File: src/rtl/alu_pkg.sv
// Shared opcode enum and flag layout for the multi-cycle ALU.
// Opcodes 18/19 only decode when ALU_SIGNED_DIV_EN is defined.
package alu_pkg;

  localparam int FLAGS_W = 6;

  localparam int FLAG_ZF = 5;
  localparam int FLAG_CF = 4;
  localparam int FLAG_SF = 3;
  localparam int FLAG_PF = 2;
  localparam int FLAG_GF = 1;
  localparam int FLAG_LF = 0;

  typedef enum logic [4:0] {
    OP_ADD  = 5'd0,
    OP_SUB  = 5'd1,
    OP_MUL  = 5'd2,
    OP_DIV  = 5'd3,
    OP_MOD  = 5'd4,
    OP_MVN  = 5'd5,
    OP_OR   = 5'd6,
    OP_AND  = 5'd7,
    OP_NOR  = 5'd8,
    OP_NAND = 5'd9,
    OP_XOR  = 5'd10,
    OP_XNOR = 5'd11,
    OP_REV  = 5'd12,
    OP_LSL  = 5'd13,
    OP_LSR  = 5'd14,
    OP_ASR  = 5'd15,
    OP_NOP  = 5'd16,
    OP_CMP  = 5'd17,
    OP_SDIV = 5'd18,
    OP_SMOD = 5'd19
  } alu_op_e;

endpackage

File: src/rtl/alu_div.sv
// Radix-2 restoring divider: loads on start, then one quotient bit per cycle
// for WIDTH cycles; valid pulses once when quotient/remainder are final.
module alu_div
  import alu_pkg::*;
#(
  parameter int WIDTH = 16
) (
  input  logic             clk,
  input  logic             rst_n,
  input  logic             start,
  input  logic [WIDTH-1:0] dividend,
  input  logic [WIDTH-1:0] divisor,
  output logic [WIDTH-1:0] quotient,
  output logic [WIDTH-1:0] remainder,
  output logic             dbz,
  output logic             valid,
  output logic             last
);

  localparam int CNT_W = $clog2(WIDTH + 1);

  logic [WIDTH-1:0] dsr;
  logic [CNT_W-1:0] cnt;
  logic             busy;
  logic [WIDTH:0]   shifted;
  logic [WIDTH:0]   trial;

  // The quotient register doubles as the dividend shifter: its MSB feeds the
  // partial remainder while quotient bits enter at the LSB.
  assign shifted = {remainder, quotient[WIDTH-1]};
  assign trial   = shifted - {1'b0, dsr};
  assign last    = busy && (cnt == CNT_W'(WIDTH - 1));

  always_ff @(posedge clk or negedge rst_n) begin
    if (!rst_n) begin
      quotient  <= '0;
      remainder <= '0;
      dsr       <= '0;
      cnt       <= '0;
      busy      <= 1'b0;
      dbz       <= 1'b0;
      valid     <= 1'b0;
    end else begin
      valid <= 1'b0;
      if (start) begin
        quotient  <= dividend;
        remainder <= '0;
        dsr       <= divisor;
        dbz       <= (divisor == '0);
        cnt       <= '0;
        busy      <= 1'b1;
      end else if (busy) begin
        if (trial[WIDTH]) begin
          remainder <= shifted[WIDTH-1:0];
          quotient  <= {quotient[WIDTH-2:0], 1'b0};
        end else begin
          remainder <= trial[WIDTH-1:0];
          quotient  <= {quotient[WIDTH-2:0], 1'b1};
        end
        cnt <= cnt + CNT_W'(1);
        if (last) begin
          busy  <= 1'b0;
          valid <= 1'b1;
        end
      end
    end
  end

endmodule

File: src/rtl/alu_mc.sv
// Registered multi-cycle ALU: single-cycle ops complete one edge after accept,
// DIV/MOD run through alu_div. Define ALU_SIGNED_DIV_EN to add SDIV/SMOD.
module alu_mc
  import alu_pkg::*;
#(
  parameter int WIDTH  = 16,
  parameter int FUNC_W = 5
) (
  input  logic               clk,
  input  logic               rst_n,
  input  logic               start,
  output logic               ready,
  input  logic [WIDTH-1:0]   a,
  input  logic [WIDTH-1:0]   b,
  input  logic [FUNC_W-1:0]  func,
  input  logic [FLAGS_W-1:0] flags_in,
  output logic [WIDTH-1:0]   y,
  output logic [FLAGS_W-1:0] flags_out,
  output logic               done
);

  localparam logic [1:0] S_IDLE   = 2'd0;
  localparam logic [1:0] S_DIVIDE = 2'd1;
  localparam logic [1:0] S_DONE   = 2'd2;

  localparam int NBYTES = WIDTH / 8;

  // Handshake: a request is accepted on a rising edge where start=1 and
  // ready=1; start while ready=0 is dropped. done pulses for exactly one
  // cycle per accepted request, with y/flags_out updated in that cycle.
  logic [1:0]        state;
  logic              accept;
  logic              start_div;
  logic              alu_pend;
  logic [WIDTH-1:0]  op_a;
  logic [WIDTH-1:0]  op_b;
  logic [FUNC_W-1:0] op_func;
  logic              op_cin;
  logic              unused_flags;

  logic [WIDTH-1:0]  div_dividend;
  logic [WIDTH-1:0]  div_divisor;
  logic [WIDTH-1:0]  div_quo;
  logic [WIDTH-1:0]  div_rem;
  logic              div_dbz;
  logic              div_valid;
  logic              div_last;
  logic              div_mod;

  logic [WIDTH:0]       sum;
  logic [WIDTH:0]       diff;
  logic [2*WIDTH-1:0]   prod;
  logic [WIDTH:0]       lsl_ext;
  logic [WIDTH:0]       lsr_ext;
  logic signed [WIDTH:0] asr_ext;
  logic [WIDTH-1:0]     cmp_diff;
  logic [WIDTH-1:0]     rev;

  logic [WIDTH-1:0]   alu_y;
  logic [FLAGS_W-1:0] alu_f;
  logic               alu_std;
  logic               alu_keep;
  logic [WIDTH-1:0]   div_y;
  logic [FLAGS_W-1:0] div_f;

  function automatic logic is_div(input logic [FUNC_W-1:0] f);
    is_div = (f == FUNC_W'(OP_DIV)) || (f == FUNC_W'(OP_MOD))
`ifdef ALU_SIGNED_DIV_EN
          || (f == FUNC_W'(OP_SDIV)) || (f == FUNC_W'(OP_SMOD))
`endif
          ;
  endfunction

  assign ready        = (state == S_IDLE);
  assign accept       = start && ready;
  assign start_div    = accept && is_div(func);
  assign unused_flags = ^{flags_in[5:4], flags_in[2:0]};

`ifdef ALU_SIGNED_DIV_EN
  logic signed_in;
  logic [WIDTH-1:0] min_neg;
  assign signed_in    = (func == FUNC_W'(OP_SDIV)) || (func == FUNC_W'(OP_SMOD));
  assign min_neg      = {1'b1, {(WIDTH-1){1'b0}}};
  assign div_dividend = (signed_in && a[WIDTH-1]) ? -a : a;
  assign div_divisor  = (signed_in && b[WIDTH-1]) ? -b : b;
  assign div_mod      = (op_func == FUNC_W'(OP_MOD)) || (op_func == FUNC_W'(OP_SMOD));
`else
  assign div_dividend = a;
  assign div_divisor  = b;
  assign div_mod      = (op_func == FUNC_W'(OP_MOD));
`endif

  alu_div #(.WIDTH(WIDTH)) u_div (
    .clk       (clk),
    .rst_n     (rst_n),
    .start     (start_div),
    .dividend  (div_dividend),
    .divisor   (div_divisor),
    .quotient  (div_quo),
    .remainder (div_rem),
    .dbz       (div_dbz),
    .valid     (div_valid),
    .last      (div_last)
  );

  assign sum      = {1'b0, op_a} + {1'b0, op_b} + {{WIDTH{1'b0}}, op_cin};
  assign diff     = {1'b0, op_a} - {1'b0, op_b} - {{WIDTH{1'b0}}, op_cin};
  assign prod     = {{WIDTH{1'b0}}, op_a} * {{WIDTH{1'b0}}, op_b};
  assign cmp_diff = op_a - op_b;
  // One guard bit on the shifted-out side captures SF for every amount,
  // including amount >= WIDTH, without a separate bit-select mux.
  assign lsl_ext  = {1'b0, op_a} << op_b;
  assign lsr_ext  = {op_a, 1'b0} >> op_b;
  assign asr_ext  = $signed({op_a, 1'b0}) >>> op_b;

  always_comb begin
    rev = op_b;
    for (int i = 0; i < NBYTES; i++) begin
      rev[i*8 +: 8] = op_b[(NBYTES-1-i)*8 +: 8];
    end
  end

  always_comb begin
    alu_y    = '0;
    alu_f    = '0;
    alu_std  = 1'b1;
    alu_keep = 1'b0;
    case (op_func)
      FUNC_W'(OP_ADD):  begin alu_y = sum[WIDTH-1:0];  alu_f[FLAG_CF] = sum[WIDTH];  end
      FUNC_W'(OP_SUB):  begin alu_y = diff[WIDTH-1:0]; alu_f[FLAG_CF] = diff[WIDTH]; end
      FUNC_W'(OP_MUL):  begin
        alu_y          = prod[WIDTH-1:0];
        alu_f[FLAG_CF] = |prod[2*WIDTH-1:WIDTH];
      end
      FUNC_W'(OP_MVN):  alu_y = ~op_b;
      FUNC_W'(OP_OR):   alu_y = op_a | op_b;
      FUNC_W'(OP_AND):  alu_y = op_a & op_b;
      FUNC_W'(OP_NOR):  alu_y = ~(op_a | op_b);
      FUNC_W'(OP_NAND): alu_y = ~(op_a & op_b);
      FUNC_W'(OP_XOR):  alu_y = op_a ^ op_b;
      FUNC_W'(OP_XNOR): alu_y = ~(op_a ^ op_b);
      FUNC_W'(OP_REV):  alu_y = rev;
      FUNC_W'(OP_LSL):  begin alu_y = lsl_ext[WIDTH-1:0]; alu_f[FLAG_SF] = lsl_ext[WIDTH]; end
      FUNC_W'(OP_LSR):  begin alu_y = lsr_ext[WIDTH:1];   alu_f[FLAG_SF] = lsr_ext[0];     end
      FUNC_W'(OP_ASR):  begin alu_y = asr_ext[WIDTH:1];   alu_f[FLAG_SF] = asr_ext[0];     end
      FUNC_W'(OP_NOP):  begin alu_keep = 1'b1; alu_std = 1'b0; end
      FUNC_W'(OP_CMP):  begin
        alu_std        = 1'b0;
        alu_f[FLAG_ZF] = (op_a == op_b);
        alu_f[FLAG_GF] = (op_a > op_b);
        alu_f[FLAG_LF] = (op_a < op_b);
        alu_f[FLAG_PF] = ~^cmp_diff;
      end
      default: alu_std = 1'b0;
    endcase
    if (alu_std) begin
      alu_f[FLAG_ZF] = (alu_y == '0);
      alu_f[FLAG_PF] = ~^alu_y;
    end
  end

  always_comb begin
    div_y = div_mod ? div_rem : div_quo;
    div_f = '0;
    if (div_dbz) begin
      div_y          = div_mod ? op_a : '1;
      div_f[FLAG_CF] = 1'b1;
    end
`ifdef ALU_SIGNED_DIV_EN
    else if (op_func == FUNC_W'(OP_SDIV)) begin
      div_y          = (op_a[WIDTH-1] ^ op_b[WIDTH-1]) ? -div_quo : div_quo;
      div_f[FLAG_CF] = (op_a == min_neg) && (op_b == '1);
    end else if (op_func == FUNC_W'(OP_SMOD)) begin
      div_y = op_a[WIDTH-1] ? -div_rem : div_rem;
    end
`endif
    div_f[FLAG_ZF] = (div_y == '0);
    div_f[FLAG_PF] = ~^div_y;
  end

  always_ff @(posedge clk or negedge rst_n) begin
    if (!rst_n) begin
      state     <= S_IDLE;
      alu_pend  <= 1'b0;
      op_a      <= '0;
      op_b      <= '0;
      op_func   <= '0;
      op_cin    <= 1'b0;
      y         <= '0;
      flags_out <= '0;
      done      <= 1'b0;
    end else begin
      done     <= 1'b0;
      alu_pend <= accept && !is_div(func);
      if (accept) begin
        op_a    <= a;
        op_b    <= b;
        op_func <= func;
        op_cin  <= flags_in[FLAG_SF];
      end
      if (alu_pend) begin
        if (!alu_keep) begin
          y         <= alu_y;
          flags_out <= alu_f;
        end
        done <= 1'b1;
      end
      case (state)
        S_IDLE:   if (start_div) state <= S_DIVIDE;
        S_DIVIDE: if (div_last) state <= S_DONE;
        S_DONE: begin
          if (div_valid) begin
            y         <= div_y;
            flags_out <= div_f;
            done      <= 1'b1;
            state     <= S_IDLE;
          end
        end
        default:  state <= S_IDLE;
      endcase
    end
  end

endmodule

File: config.mk
export PLATFORM = sky130hd
export DESIGN_NAME = alu_mc
export DESIGN_NICKNAME = d
export VERILOG_FILES = /design/src/rtl/alu_pkg.sv /design/src/rtl/alu_div.sv /design/src/rtl/alu_mc.sv
export SDC_FILE = /design/constraint.sdc
export NUM_CORES = 1
export LEC_CHECK = 0
export CELL_PAD_IN_SITES_DETAIL_PLACEMENT = 0
export CELL_PAD_IN_SITES_GLOBAL_PLACEMENT = 1
export CORE_MARGIN = 2
export CORE_UTILIZATION = 25
export CTS_BUF_LIST = sky130_fd_sc_hd__clkbuf_16
export DETAILED_ROUTE_END_ITERATION = 12
export HOLD_SLACK_MARGIN = 0.06
export PLACE_DENSITY = 0.56
export SETUP_SLACK_MARGIN = 0.2
export SYNTH_ARGS = -nofsm -noshare
export SYNTH_HDL_FRONTEND = slang
export SYNTH_SLANG_ARGS = --single-unit
File: constraint.sdc
create_clock -name clk -period 7.8 [get_ports clk]
set_input_delay 1.56 -clock clk [delete_from_list [all_inputs] [get_ports clk]]
set_output_delay 1.56 -clock clk [all_outputs]
set_load 0.01 [all_outputs]
==> flow_summary.toml <==
[floorplanning]
die_area_sq_mm = 0.0853
die_x_um = 292
die_h_um = 292
ios = 70
initial_utilization_pct = 25.3
placementRows = 105
core_sq_mm = 0.0821

[synth]
synth_edf_count = 0
synth_async_sr_flop_share_pct = 100
yosysSeqAreaShare_pct = 14.5
syn_area_sq_mm = 0.0207
synthCells = 2605
yosys_warnings = 0
syn-num-nets = 3067
ys.flop_type = "dfrtp_1"
synth.area.top_cells = "fa_1, dfrtp_1, ha_1"
synth_top_area_share_pct = 19.3
synth_cell_types = 98
syn_avg_cell_area_sq_um = 7.96
ys_ff_latch = 120
synth_largest_area_cell = "fa_1"

[sta]
finClkSkew_ns = 0.0184
setup_viol = 0
fmax_mhz = 139
rsz0062_at_grt = "false"
whs_ns = 0.472
tns_ns = 0
finalCritPeriodShare_pct = 92.4
finalHoldViolations = 0
slew_headroom_pct = 11.3
period_minus_slack_ns = 7.20
slew_viol_final = 0
worst_pin_slew_ns = 1.32

[critical_path]
slowest_stage = "fa_1"
crit_family = "adder cells"
crit_required_ns = 8.01
cp_common_cell = "fa_1"
worst_setup_path_start_kind = "flop"
path_class = "reg2reg"
slowest_delay_ns = 0.60
arrival_ns = 7.42
worst-path-buf-inv = 3
critPathCaptureType = "flop"
cp_cell_sequence = "buf_4 > ha_1 > inv_1 > fa_1 > fa_1 > fa_1 > fa_1 > fa_1 > fa_1 > inv_1 > ha_1 > a21oi_1 > o21ai_1 > nor2_1 > nor2_1 > a211o_1 > a31oi_1 > xnor2_1 > or4_1 > o41ai_2 > nand3_1"
crit_fanout = 11

[grt]
grt_first_pass_wirelength_mm = 133
track_usage_pct = 20.9
grt_pass1_vias = 19900
grt_max_degree = 75
antenna_found_initial = 1
grt_remaining_overflow = 0

[clocking]
clock_latency_ns = 0.44
numCtsBuffers = 17
numClockSinks = 120
cts_hold_buf = 0
h-tree-depth = 4
cts.path.max_buffers = 2
cts_tree = "yes"
clk_pin_slew_ns = 0.07
cts_root_buffer = "clkbuf_16"

[hold_path]
min_path_type = "reg2reg"

[detailed_routing]
wl_met2_mm = 41.4
dr.max_layer_used = "met4"
drt_pass1_iterations = 5
wl_met3_mm = 5.03
drt_iter0_drc = 1867
drt-met1-wl_mm = 39.9
drt-wirelength-per-cell_um = 23.9
viasPerCell = 5.25
routed-via-count = 19700
drc = 0
antenna_left = 0
routed_wl_mm = 89.6

[job]
cap_violations = 0

[placed_design]
place.gp.congestion = 0.955
dp.final_hpwl_mm = 70.8
io_buffers = 64

[layout]
diodes = 0
area_growth_pct = 14.4
drive_above_1_share_pct = 7.65
final_nets = 3127

[run_status]
status = "finished clean"
==> synthesized netlist by cell type, types with 12 or more instances <==
cell        n
nand2_1   347
inv_1     298
nor2_1    275
ha_1      216
fa_1      200
o21ai_0   136
a21oi_1   124
dfrtp_1   120
clkbuf_1  119
xnor2_1    77
mux2i_1    58
a211oi_1   41
nor3_1     38
nand3_1    36
o22ai_1    35
nand2b_1   33
o21ai_1    28
a31oi_1    24
o211ai_1   22
a21o_1     21
buf_1      21
nor2b_1    20
xor2_1     20
nand4_1    17
clkinv_1   16
o31ai_1    15
and2_1     14
and3_1     13
o21bai_1   12
==> layout by cell type (no fill, tap or decap), types with 29 or more instances in the layout <==
| master | count |
|---|---|
| buf_4 | 129 |
| ha_1 | 216 |
| mux2i_1 | 58 |
| o21ai_1 | 29 |
| dfrtp_1 | 115 |
| inv_1 | 299 |
| nor3_1 | 37 |
| nand2_1 | 347 |
| fa_1 | 200 |
| clkdlybuf4s50_1 | 63 |
| a211oi_1 | 41 |
| nand2b_1 | 33 |
| xnor2_1 | 77 |
| nor2_1 | 275 |
| nand3_1 | 36 |
| o21ai_0 | 135 |
| a21oi_1 | 124 |
| o22ai_1 | 35 |
==> what timing repair did <==
item / CTS / global route
resized for setup: 0 / 2
endpoints found under the setup margin: 0 / 2
setup buffers: 0 / 0
endpoints found under the hold margin: 0 / 0
==> metal layers <==
metal	vias up	track usage, %
met5	-	0
met4	0	7.18
met3	143	2.23
met2	706	34.0
met1	9945	28.7
li1	8881	-
==> cell type report <==
class                           count  area, sq um
Clock buffer                       17          425
Clock inverter                     15          186
Fill cell                        8917        58400
Inverter                          316         1190
Multi-Input combinational cell   2018        16000
Sequential cell                   120         3010
Tap cell                         1070         1340
Timing Repair Buffer              192         1600
==> registers in the layout, summed over array words and instances, names as in the netlist, 2 cells and up <==
register         cells
flags_out            6
op_a                16
op_b                16
op_func              5
state                2
u_div.cnt            5
u_div.dsr           16
u_div.quotient      16
u_div.remainder     16
y                   16
==> logic make-up after synthesis <==
kind of cell	after synthesis	synth area share (%)
DFF	120	14.5
buffers and inverters	467	8.54
AOI/OAI and AO/OA	577	18.0
muxes	75	4.10
and+or+nand+nor	848	17.9
xor gates and xnor gates	102	4.65
adders and majority gates	416	32.3
==> metrics by stage <==
stage | utilization [%] | area, sq um | setup slack [ns] | std cells
6_report | 28.9 | 23700 | 0.596 | 3748
5_1_grt | 28.9 | 23700 | 0.273 | 3748
4_1_cts | 28.9 | 23700 | 0.415 | 3748
3_5_place_dp | 28.1 | 23100 | 0.444 | 3716
3_3_place_gp | 28.1 | 23100 | 0.411 | 3716
2_1_floorplan | - | 20700 | 0.345 | 2605
==> worst reg2reg max path, stage by stage (launching register included) <==
cell,delay [ns]
dfrtp_1,0.57
buf_4,0.35
ha_1,0.32
inv_1,0.17
fa_1,0.55
fa_1,0.46
fa_1,0.60
fa_1,0.45
fa_1,0.46
fa_1,0.50
inv_1,0.05
ha_1,0.34
a21oi_1,0.22
o21ai_1,0.13
nor2_1,0.17
nor2_1,0.07
a211o_1,0.30
a31oi_1,0.20
xnor2_1,0.07
or4_1,0.57
o41ai_2,0.23
nand3_1,0.19
==> worst paths after layout <==
check	start	to	slack, ns	depth (start not counted)
min reg2reg	u_div.valid	state[1]	0.47	1
max reg2reg	op_a[9]	flags_out[4]	0.60	21
max in group asynchronous	rst_n	op_a[6]	5.13	2
max	op_a[9]	flags_out[4]	0.60	21
min in group asynchronous	rst_n	u_div.remainder[4]	1.29	1
min	u_div.valid	state[1]	0.47	1
Power is not shown: default switching activity piles up to over one toggle a cycle in this logic, so the estimate is an artifact.
